--- src/rtl/irq_pkg.sv ---
// Shared sizing and FSM state type for the interrupt pending controller.
package irq_pkg;

  localparam int N_REQ = 4;
  localparam int ID_W  = 2;

  typedef enum logic {
    IDLE  = 1'b0,
    OFFER = 1'b1
  } irq_state_t;

endpackage

--- src/rtl/req_sync_edge.sv ---
// Purpose: synchronize async request lines and flag each 0->1 transition for one cycle.
// Latency: rise asserts SYNC_STAGES cycles after req_in rises, and is consumed on the next edge.
// Backpressure: none; rises are single-cycle strobes that downstream must latch.
module req_sync_edge
  import irq_pkg::*;
#(
  parameter int SYNC_STAGES = 2
) (
  input  logic             clk,
  input  logic             rst_n,
  input  logic [N_REQ-1:0] req_in,
  output logic [N_REQ-1:0] rise
);

  logic [N_REQ-1:0] sync_q [SYNC_STAGES];
  logic [N_REQ-1:0] prev_q;

  always_ff @(posedge clk or negedge rst_n) begin
    if (!rst_n) begin
      for (int k = 0; k < SYNC_STAGES; k++) begin
        sync_q[k] <= '0;
      end
      prev_q <= '0;
    end else begin
      sync_q[0] <= req_in;
      for (int k = 1; k < SYNC_STAGES; k++) begin
        sync_q[k] <= sync_q[k-1];
      end
      prev_q <= sync_q[SYNC_STAGES-1];
    end
  end

  // Because the chain and prev both reset to 0, a line held high through reset
  // produces exactly one rise after release.
  assign rise = sync_q[SYNC_STAGES-1] & ~prev_q;

endmodule

--- src/rtl/irq_pending_ctrl.sv ---
// Purpose: latch synchronized request edges as pending bits and offer the highest masked one.
// Latency: edge->pending at the 3rd clk (SYNC_STAGES=2), pending->irq_valid one more clk.
// Backpressure: irq_valid/irq_id hold until irq_ready; edges on an already-pending line set overrun.
module irq_pending_ctrl
  import irq_pkg::*;
#(
  parameter int SYNC_STAGES = 2
) (
  input  logic             clk,
  input  logic             rst_n,
  input  logic [N_REQ-1:0] req_in,
  input  logic [N_REQ-1:0] mask_in,
  input  logic             irq_ready,
  input  logic             ovr_clr,
  output logic [N_REQ-1:0] pend_o,
  output logic             irq_valid,
  output logic [ID_W-1:0]  irq_id,
  output logic [N_REQ-1:0] overrun_o
);

  irq_state_t       state_q;
  logic             valid_q;
  logic [ID_W-1:0]  id_q;
  logic [N_REQ-1:0] pending_q;
  logic [N_REQ-1:0] overrun_q;

  logic [N_REQ-1:0] rise;
  logic [N_REQ-1:0] offer_vec;
  logic [N_REQ-1:0] clr_vec;
  logic [N_REQ-1:0] ovr_evt;
  logic             xfer;

  function automatic logic [ID_W-1:0] prio_sel(input logic [N_REQ-1:0] v);
    logic [ID_W-1:0] sel;
    sel = '0;
    for (int i = 0; i < N_REQ; i++) begin
      if (v[i]) sel = ID_W'(i);
    end
    return sel;
  endfunction

  req_sync_edge #(
    .SYNC_STAGES (SYNC_STAGES)
  ) u_sync (
    .clk    (clk),
    .rst_n  (rst_n),
    .req_in (req_in),
    .rise   (rise)
  );

  assign offer_vec = pending_q & mask_in;
  assign xfer      = valid_q & irq_ready;

  always_comb begin
    clr_vec = '0;
    if (xfer) clr_vec[id_q] = 1'b1;
  end

  // A fresh edge on the line being serviced re-arms it rather than counting as lost.
  assign ovr_evt = rise & pending_q & ~clr_vec;

  always_ff @(posedge clk or negedge rst_n) begin
    if (!rst_n) begin
      pending_q <= '0;
      overrun_q <= '0;
    end else begin
      pending_q <= (pending_q & ~clr_vec) | rise;
      overrun_q <= ovr_clr ? ovr_evt : (overrun_q | ovr_evt);
    end
  end

  always_ff @(posedge clk or negedge rst_n) begin
    if (!rst_n) begin
      state_q <= IDLE;
      valid_q <= 1'b0;
      id_q    <= '0;
    end else begin
      case (state_q)
        IDLE: begin
          if (|offer_vec) begin
            state_q <= OFFER;
            valid_q <= 1'b1;
            id_q    <= prio_sel(offer_vec);
          end
        end
        OFFER: begin
          // id_q is frozen here regardless of mask or pending changes.
          if (irq_ready) begin
            state_q <= IDLE;
            valid_q <= 1'b0;
          end
        end
        default: begin
          state_q <= IDLE;
          valid_q <= 1'b0;
        end
      endcase
    end
  end

  assign pend_o    = offer_vec;
  assign irq_valid = valid_q;
  assign irq_id    = id_q;
  assign overrun_o = overrun_q;

endmodule
--- config.mk ---
export PLATFORM = sky130hd
export DESIGN_NAME = irq_pending_ctrl
export DESIGN_NICKNAME = d
export VERILOG_FILES = /design/src/rtl/irq_pkg.sv /design/src/rtl/req_sync_edge.sv /design/src/rtl/irq_pending_ctrl.sv
export SDC_FILE = /design/constraint.sdc
export NUM_CORES = 1
export LEC_CHECK = 0
export BUFFER_PORTS_ARGS = -buffer_cell sky130_fd_sc_hd__buf_2
export CAP_MARGIN = 20
export CORE_MARGIN = 4
export CORE_UTILIZATION = 40
export DETAILED_ROUTE_END_ITERATION = 8
export SYNTH_ARGS = -nofsm -noshare
export SYNTH_HDL_FRONTEND = slang
export SYNTH_SLANG_ARGS = --single-unit
export TNS_END_PERCENT = 20
--- constraint.sdc ---
create_clock -name clk -period 2.8 [get_ports clk]
set_input_delay 0.56 -clock clk [delete_from_list [all_inputs] [get_ports clk]]
set_output_delay 0.56 -clock clk [all_outputs]
set_load 0.1 [all_outputs]
# Yosys cells after proc, flatten, opt, wreduce, memory -nomap -nowiden
# Index checks and enable logic that the tools add are counted.
# word_totals
register_bits,24
latchBits,0
ramBits,0
rom_bits,0
wordCells,40
n_memories,0
# op_classes
addsub,0
multipliers,0
div_mod_pow,0
order_cmp,2
n_eq_ne,2
shifts,0
n_mux,13
bitwise,11
n_reduce_logical,4
# ops
operator,count
bitwise AND 4 bit,5
two-way mux 4 bit,2
inverter 4 bit,2
OR 4 bit,2
two-way mux 1 bit,6
two-way mux 2 bit,2
"inequality test 2 bit, second input constant",2
case mux 1 bit (2 select lines),2
AND reduction 2 bit,2
OR reduction 4 bit,1
"< comparator 2 x 3 -> 1 bit, second input constant",1
demux 1 bit (select 2 bit),1
"greater-or-equal comparator 2 x 1 -> 1 bit, second input constant",1
bitwise AND 1 bit,1
logical AND 1 bit,1
inverter 1 bit,1

# Longest topological paths before layout
# Gate-level depths: netlist of run 1.
# logic_depth
depth_word,9
depth_mapped,3
ltp_nobuf,3

# Cells and area by module
# A second synthesis of run 1 with hierarchy kept.
# unflattened
cells_unflattened,70
area_unflattened_um2,900.9
# by_module_without_submodules
module,n_inst,cells_per_inst,area_each_um2
irq_pending_ctrl,1,54,545.5
req_sync_edge,1,16,355.3

# Worst setup path after synthesis of run 1
# No wires, ideal clock.
# synth_timing
path_type,input to output
from,input port mask_in[2]
to,output port pend_o[2]
arrival_time_ps,1220
required_time_ps,2240
setup_slack_ps,1020
cell_stages,2
path_buffers,0
path_cell_list,nand2_1 -> inv_1
# synth_via
elab_chain_len,1
# synth_lines
item,line,rtl
from (decl),irq_pending_ctrl.sv:12,"input logic [N_REQ-1:0] mask_in,"
bitwise AND 4 bit,irq_pending_ctrl.sv:51,assign offer_vec = pending_q & mask_in;
to (decl),irq_pending_ctrl.sv:15,"output logic [N_REQ-1:0] pend_o,"
# Every way passes these cells.

# Worst setup path after layout of run 1
# layout_timing
from,register pending_q[1]
to,output port pend_o[1]
# layout_via
elab_chain_len,1
# layout_lines
item,line,rtl
from (decl),irq_pending_ctrl.sv:24,logic [N_REQ-1:0] pending_q;
from (signal assigned),irq_pending_ctrl.sv:67,pending_q <= (pending_q & ~clr_vec) | rise;
bitwise AND 4 bit,irq_pending_ctrl.sv:51,
# Every way passes these cells.

==> results of run 1 <==
==> through the flow <==
stage               instance area [µm²]  power, W  worst slack (ns)  util, %
finish                             1010   0.00120             0.952     50.8
global route                       1010   0.00127             0.883     50.8
CTS                                1010   0.00122             0.931     50.8
detailed placement                  983   0.00108              1.00     49.6
global placement                    983   0.00107              1.03     49.6
floorplan                           840  0.000973              1.02        -
==> layout make-up <==
class | count | area (µm²) | area share (%)
repair buffers | 22 | 110 | 10.9
inverters | 8 | 30.0 | 2.99
clock buffers | 3 | 22.5 | 2.24
multi-input cells | 34 | 209 | 20.8
well taps | 27 | 33.8 | 3.36
flip-flops and latches | 24 | 601 | 59.7
==> power breakdown <==
group	switching, W	internal [W]	total [W]	leakage, nW
combinational	0.000477	0.000103	0.000580	0.205
sequential	0.0000651	0.000417	0.000482	0.274
clock	0.0000866	0.0000501	0.000137	0.0138
total	0.000629	0.000570	0.00120	0.494
==> cells in the final DEF, fill, tap and decap left out, drive strengths merged <==
cell type,synthesis,layout
o21ai,4,4
inv,8,8
o31ai,2,2
o22ai,5,5
a21oi,2,2
and2,1,1
nand3,1,1
nand2b,4,4
buf,0,22
o21a,1,1
a21o,1,1
dfrtp,24,24
a21boi,1,1
clkbuf,0,3
nand2,10,10
a22oi,2,2
==> metal layers <==
| layer | vias up | GRT usage, % | routed length (µm) |
|---|---|---|---|
| met2 | 21 | 18.1 | 596 |
| met5 | - | 0 | 0 |
| met3 | 2 | 1.94 | 116 |
| met4 | 0 | 5.11 | 19 |
| met1 | 262 | 14.2 | 574 |
| li1 | 272 | - | - |
==> sequential cells by signal, summed over array words and instances, names as in the netlist <==
register and cells:
irq_id 2, irq_valid 1, overrun_o 4, pending_q 4, state_q 1, u_sync.prev_q 4
u_sync.sync_q 8
==> logic make-up after synthesis <==
kind of cell    Yosys count
compound gates           18
buf+inv                   8
flops                    24
simple gates             16
==> final timing paths <==
kind	end	startpoint	slack, ns
max	pend_o[1]	pending_q[1]	0.95
max reg2reg	irq_valid	pending_q[1]	1.79
min	u_sync.sync_q[4]	rst_n	0.22
max in group asynchronous	state_q	rst_n	2.24
min in group clk	u_sync.sync_q[3]	u_sync.sync_q[7]	0.36
min reg2reg	u_sync.sync_q[3]	u_sync.sync_q[7]	0.36
==> critical path, delay by kind of cell (launching register included) <==
| kind | cells | cell delay, ns |
|---|---|---|
| buffers and inverters | 1 | 0.42 |
| flip-flops | 1 | 0.41 |
| AND/OR/NAND/NOR | 1 | 0.17 |
==> impl_metrics.ini, run 1 <==
[outcome]
status = finished clean

[timing]
skew_ns = 0.000946
worst_pin_slew_ns = 0.510
rsz0062_at_grt = false
setup_viol = 0
fmax_mhz = 541
hold_ws_ns = 0.216
fin_tns_setup_ns = 0
finalCriticalPeriod_ns = 1.85
finalCritPeriodShare_pct = 66.0
maxSlewViolCount = 0
maxSlewHeadroom_pct = 66.0
hold_viol = 0

[synthesis]
synth.most_common_cell = dfrtp_1
ys_seq_elements = 24
synth_async_sr_flop_share_pct = 100
synth_mux_area_share_pct = 0
synth_top_family_by_area = compound AO/OA/AOI/OAI gates
synth_top_cells_by_count = dfrtp_1 (24), nand2_1 (10), inv_1 (7), o22ai_1 (5), nand2b_1 (4)
netlist_area_um2 = 840
ys_top_cells_by_area = dfrtp_1 (72%), nand2_1 (4.5%), o22ai_1 (3.7%)
yosys_warnings = 0
yosys.area.top_type_share_pct = 71.5
postSynthAreaPerCell_um2 = 12.7
synth_compound_area_share_pct = 15.9
synthAdderAreaFrac_pct = 0
synthCells = 66
synthSimpleGateAreaFrac_pct = 8.94
synth-edff-count = 0
synth_cell_types = 16
yosys.area.top_type = dfrtp_1
yosys.area_share.xor_xnor_pct = 0
yosysSeqAreaShare_pct = 71.5
synth_nets = 78
synth_flop_cell = dfrtp_1

[global_routing]
grt_pass1_vias = 564
grt_remaining_overflow = 0
grt_max_degree = 25
grt_pass1_wl_mm = 2.30
grt.total_usage_pct = 11.1
antenna_found_initial = 0

[cts]
postCtsSetupBuffers = 0
ctsLongestPathBuffers = 2
cts_sinks = 24
clk_pin_slew_ns = 0.11
cts_max_level = 1
hold_buffers = 0
cts_tree = yes
numCtsBuffers = 3
cts_root_buf = clkbuf_4
clk_latency_ns = 0.30
cts_resized = 0

[die]
io_pins = 23
coreArea_mm2 = 0.00198
die-area_mm2 = 0.00290
start_util_pct = 42.4
die_x_um = 53.8
die_h_um = 53.8
rows = 16

[worst_setup_path]
cp.arrival_ns = 1.29
crit_path_end_kind = output pin
setup.worst_path.class = register to output pin
crit_slowest_cell = buf_2
startpoint_type = register
cpPeakStageDelay_ns = 0.42
cp_max_fo = 3
rr_worst_depth = 3
worstPathCellList = and2_2 -> buf_2
cp.required_ns = 2.24

[drt]
totalWireLength_mm = 1.31
drtPass1Iterations = 1
routedWlPerCell_um = 11.1
viasPerCell = 4.72
initialDrtViolationCount = 0
ant_nets = 0
remaining_drc_errors = 0
dr_total_vias = 557

[placement]
gp_congestion = 0.669
numPlacedInstances = 115
hpwl_mm = 1.05
numPortBuffers = 22

[layout]
nFillCells = 176
diodes = 0
areaGrowthSynthToFinish_pct = 19.8
stdcell_count = 118
drive_above_1_share_pct = 34.1
nets = 105

[pwr]
power.density_mw_per_mm2 = 1190
ir_worst_vdd_mv = 0.581
leakagePower_nw = 0.494

[job]
max-cap-violations = 0

[hold_path]
hold_class = input pin to asynchronous set/reset pin
Power figures use the tool's default switching activity.
==> run 2: changes to the inputs <==
--- a/config.mk
+++ b/config.mk
@@ -5,11 +5,13 @@
 export SDC_FILE = /design/constraint.sdc
 export NUM_CORES = 1
 export LEC_CHECK = 0
+export ABC_AREA = 1
 export BUFFER_PORTS_ARGS = -buffer_cell sky130_fd_sc_hd__buf_2
 export CAP_MARGIN = 20
 export CORE_MARGIN = 4
 export CORE_UTILIZATION = 40
 export DETAILED_ROUTE_END_ITERATION = 8
+export PLACE_DENSITY = 0.66
 export SYNTH_ARGS = -nofsm -noshare
 export SYNTH_HDL_FRONTEND = slang
 export SYNTH_SLANG_ARGS = --single-unit
==> constraint.sdc (replaced) <==
create_clock -name clk -period 1.65 [get_ports clk]
set_input_delay 0.33 -clock clk [delete_from_list [all_inputs] [get_ports clk]]
set_output_delay 0.33 -clock clk [all_outputs]
set_load 0.1 [all_outputs]
==> run 2 against run 1 <==
Against the previous run: final cell count increased by 18%; critical endpoint is now irq_id[0]; worst setup slack worse by 0.84 ns; first-iteration DRC count rose by 7; wire length increased by 13%; largest cell class unchanged; die area increased by 4.2%; synthesized cell count is 29% higher; cell area up 7.5%.
==> impl_metrics.ini, run 2 <==
[outcome]
status = finished clean

[timing]
maxSlewHeadroom_pct = 65.7
setup_viol = 0
maxSlewViolCount = 0
hold_viol = 0
fin_tns_setup_ns = 0
worst_pin_slew_ns = 0.515
fmax_mhz = 651
finalCriticalPeriod_ns = 1.54
finalCritPeriodShare_pct = 93.1
skew_ns = 0.00175
hold_ws_ns = 0.113
rsz0062_at_grt = false

[synthesis]
synthCells = 85
postSynthAreaPerCell_um2 = 10.4
ys_seq_elements = 24
yosysSeqAreaShare_pct = 68.2
synth_nets = 97
yosys.area.top_type = dfrtp_1
yosys_warnings = 0
ys_top_cells_by_area = dfrtp_1 (68%), inv_1 (6.8%), nand3_1 (5.7%)
synth_top_cells_by_count = dfrtp_1 (24), inv_1 (16), nand2_1 (11), nand3_1 (10), o21ai_1 (9)
synth-edff-count = 0
synth_cell_types = 11
synth.most_common_cell = dfrtp_1
netlist_area_um2 = 881
synth_flop_cell = dfrtp_1
yosys.area.top_type_share_pct = 68.2
synth_async_sr_flop_share_pct = 100

[worst_setup_path]
crit_path_end_kind = output pin
cpPeakStageDelay_ns = 0.46
setup.worst_path.class = register to output pin
crit_slowest_cell = buf_2
worstPathCellList = buf_2
cp.required_ns = 1.32
cpLargestDelayFamily = buffers and inverters
cp.arrival_ns = 1.21
cp_max_fo = 5
startpoint_type = register
path_buf_inv = 1

[layout]
layout.cells.most_common = dfrtp_1
largest_register_ffs = 8
nets = 125
top_register = u_sync.sync_q
stdcell_count = 139
stdcell_area_mm2 = 0.00108
diodes = 0
layout_common_cells = dfrtp_1 (24), buf_2 (18), inv_1 (16)
drive_above_1_share_pct = 31.3
areaGrowthSynthToFinish_pct = 22.7

[global_routing]
grt_pass1_wl_mm = 2.45
grt_remaining_overflow = 0
grt_pass1_vias = 583
grt.total_usage_pct = 12.0
grt_max_degree = 25
antenna_found_initial = 0

[cts]
cts_max_level = 1
cts_root_buf = clkbuf_4
numCtsBuffers = 3
cts_tree = yes
clk_latency_ns = 0.31
clk_pin_slew_ns = 0.13
cts_sinks = 24
ctsLongestPathBuffers = 2

[die]
start_util_pct = 43.6
die-area_mm2 = 0.00302
die_h_um = 54.9
die_x_um = 54.9
rows = 16
coreArea_mm2 = 0.00202
io_pins = 23

[drt]
initialDrtViolationCount = 7
remaining_drc_errors = 0
ant_nets = 0
routedWlPerCell_um = 10.7
viasPerCell = 4.37
dr_total_vias = 607
totalWireLength_mm = 1.48
drtPass1Iterations = 4

[placement]
place_area_mm2 = 0.00102
gp_congestion = 0.754
numPlacedInstances = 134
numPortBuffers = 22
hpwl_mm = 1.16

[pwr]
power.density_mw_per_mm2 = 2090
leakagePower_nw = 0.591
ir_worst_vdd_mv = 1.17

[job]
max-cap-violations = 0

[hold_path]
hold_class = input pin to register
[run 2: per-stage QoR]
step / util (%) / setup WS (ns) / total power [W]
after detailed placement: 50.7 / 0.341 / 0.00197
after floorplan: - / 0.134 / 0.00177
after global placement: 50.7 / 0.347 / 0.00195
after CTS: 53.0 / 0.0236 / 0.00228
final: 53.5 / 0.114 / 0.00226
after global routing: 53.5 / 0.0502 / 0.00240
[run 2: cells by family after synthesis]
| family | synth area share (%) |
|---|---|
| and+or+nand+nor | 17.6 |
| AOI/OAI and AO/OA | 6.53 |
| DFF | 68.2 |
| buffers and inverters | 7.67 |
[run 2: worst register-to-register path: cells and delay by family (launching register included)]
family           cells  cell delay (ns)
AND/OR/NAND/NOR      6             0.40
flip-flops           1             0.43
[run 2: final timing paths]
path	startpoint	end	slack, ns	cells past startpoint
worst max register to register	pending_q[3]	irq_id[0]	0.72	6
worst min register to register	u_sync.sync_q[6]	u_sync.sync_q[2]	0.36	0
worst min-delay path	req_in[1]	u_sync.sync_q[5]	0.11	1
worst max-delay path	irq_id[0]	irq_id[0]	0.11	1
max in group asynchronous	rst_n	u_sync.prev_q[3]	0.80	2
min in group asynchronous	rst_n	irq_id[0]	0.50	2
[run 2: layout make-up]
class                      instances  area, µm²
clock buffer                       4       36.3
timing repair buffer              23        130
sequential                        24        601
multi-input combinational         43        213
inverter                          18       67.6
tap                               27       33.8
fill                             185        941
[run 2: power by group]
group,total [W],internal [W],switching (W)
clock,0.000304,0.000135,0.000170
sequential,0.000824,0.000723,0.000101
combinational,0.00113,0.000210,0.000925
total,0.00226,0.00107,0.00120
[run 2: timing repair]
item / in CTS / in global routing
endpoints found under the setup margin: 0 / 4
hold endpoints to repair: 24 / 0
hold buffers: 1 / 0
setup buffers: 0 / 0
gates resized for setup: 0 / 4
[run 2: routing by layer]
metal | track usage (%) | part of all wire, %
met5 | 0 | 0
met4 | 7.29 | 2.5
met2 | 20.9 | 52
met3 | 2.41 | 5.1
met1 | 13.4 | 40
==> run 3: changes to the inputs <==
--- a/config.mk
+++ b/config.mk
@@ -5,13 +5,13 @@
 export SDC_FILE = /design/constraint.sdc
 export NUM_CORES = 1
 export LEC_CHECK = 0
-export ABC_AREA = 1
+export ABC_AREA = 0
 export BUFFER_PORTS_ARGS = -buffer_cell sky130_fd_sc_hd__buf_2
 export CAP_MARGIN = 20
 export CORE_MARGIN = 4
 export CORE_UTILIZATION = 40
 export DETAILED_ROUTE_END_ITERATION = 8
-export PLACE_DENSITY = 0.66
+export PLACE_DENSITY_LB_ADDON = 0.25
 export SYNTH_ARGS = -nofsm -noshare
 export SYNTH_HDL_FRONTEND = slang
 export SYNTH_SLANG_ARGS = --single-unit
==> run 3 against run 2 <==
Against the previous run: clock power is 5% lower; global-route usage is 0.36 points lower; wire length is 9.0% lower; first-iteration DRC count is 29% higher; register-to-register slack worse by 0.08 ns; hold slack better by 0.012 ns; flip-flop and latch count stayed put; count of clock-buffer cells in the layout stayed put; highest routed layer unchanged; sequential power hardly changed; non-clock buffer count stayed put; die area is 4.0% lower; cell area is 3.8% lower.
==> impl_metrics.ini, run 3 (synthesized netlist as in run 1, its figures left out) <==
[worst_setup_path]
crit_path_end_kind = output pin
worstPathCellList = nand2_1 -> inv_1 -> buf_2
startpoint_type = register
cpLargestDelayFamily = buffers and inverters
crit_slowest_cell = buf_2
path_buf_inv = 2
setup.worst_path.class = register to output pin
reg2reg_slack_ns = 0.64
cp.required_ns = 1.32
cp.arrival_ns = 1.23
cpPeakStageDelay_ns = 0.41
cp_max_fo = 3

[placement]
numPlacedInstances = 115
gp_congestion = 0.733
hpwl_mm = 1.05
place_area_um2 = 983
numPortBuffers = 22

[timing]
finalCritPeriodShare_pct = 94.5
skew_ns = 0.00435
setup_viol = 0
worst_pin_slew_ns = 0.501
fmax_mhz = 641
maxSlewViolCount = 0
fin_tns_setup_ns = 0
finalCriticalPeriod_ns = 1.56
rsz0062_at_grt = false
maxSlewHeadroom_pct = 66.6
hold_viol = 0

[global_routing]
grt_remaining_overflow = 0
grt_util_met3_pct = 2.77
grt.busiest_layer = met2
grt_max_degree = 25
grtUsageMet2_pct = 19.2
use_met1_pct = 14.4
antenna_found_initial = 0
grt_pass1_wl_mm = 2.37
grt.total_usage_pct = 11.6
grt_pass1_vias = 566

[layout]
areaGrowthSynthToFinish_pct = 23.8
top_register = u_sync.sync_q
stdcell_count = 120
largest_register_ffs = 8
layout_common_cells = dfrtp_1 (24), buf_2 (18), nand2_1 (10)
drive_above_1_share_pct = 34.4
stdcell_area_mm2 = 0.00104
layout.cells.most_common = dfrtp_1
nets = 106
fin_util_pct = 52.5
diodes = 0

[drt]
drtPass1Iterations = 4
initialDrtViolationCount = 9
routedWlPerCell_um = 11.2
totalWireLength_mm = 1.35
ant_nets = 0
remaining_drc_errors = 0
viasPerCell = 4.68
dr_total_vias = 562

[die]
die_x_um = 53.8
rows = 16
die-area_mm2 = 0.00290
io_pins = 23
coreArea_mm2 = 0.00198
die_h_um = 53.8
start_util_pct = 42.4

[cts]
numCtsBuffers = 3
cts_tree = yes
cts_sinks = 24
cts_root_buf = clkbuf_4
cts_max_level = 1
clk_latency_ns = 0.30
clk_pin_slew_ns = 0.12
ctsLongestPathBuffers = 2

[pwr]
leakagePower_nw = 0.507
power.density_mw_per_mm2 = 2040
ir_worst_vdd_mv = 0.926

[job]
max-cap-violations = 0

[hold_path]
hold_class = input pin to register

[outcome]
status = finished clean
-- run 3: report_power, final --
group	internal, W	switching (W)
sequential	0.000708	0.000116
combinational	0.000191	0.000812
clock	0.000134	0.000156
-- run 3: area by class of cell --
type | instances | area (µm²)
fillers | 182 | 942
flip-flops and latches | 24 | 601
multi-input cells | 34 | 209
repair buffers | 23 | 130
clock buffers | 4 | 36.3
well taps | 27 | 33.8
inverters | 8 | 30.0
-- run 3: final timing paths --
| kind | start | endpoint | cells after the start |
|---|---|---|---|
| setup / recovery | pending_q[3] | pend_o[3] | 3 |
| hold / removal | req_in[2] | u_sync.sync_q[6] | 1 |
| setup reg to reg | pending_q[1] | state_q | 3 |
| hold reg to reg | u_sync.sync_q[4] | u_sync.sync_q[0] | 0 |
| max in group asynchronous | rst_n | overrun_o[0] | 2 |
| min in group asynchronous | rst_n | u_sync.sync_q[3] | 2 |
-- run 3: routing by layer --
layer | part of all wire (%) | routed length, µm | up-vias
li1 | - | - | 275
met1 | 43 | 582 | 267
met2 | 48 | 645 | 18
met3 | 8.4 | 113 | 2
met4 | 0.45 | 6 | 0
met5 | 0 | 0 | -
-- run 3: repair_timing --
item,CTS,global route
hold buffers,1,0
hold endpoints to repair,24,0
setup endpoints to repair,0,4
gates resized for setup,0,4
setup buffers,0,0
-- run 3: per-stage QoR --
stage | power (W) | hold WS, ns | setup WS [ns]
2_1_floorplan | 0.00165 | 0.0344 | 0.0569
3_5_place_dp | 0.00183 | 0.333 | 0.321
5_1_grt | 0.00225 | 0.0915 | 0.00151
4_1_cts | 0.00213 | 0.112 | 0.0151
6_report | 0.00212 | 0.124 | 0.0909
3_3_place_gp | 0.00182 | 0.330 | 0.343
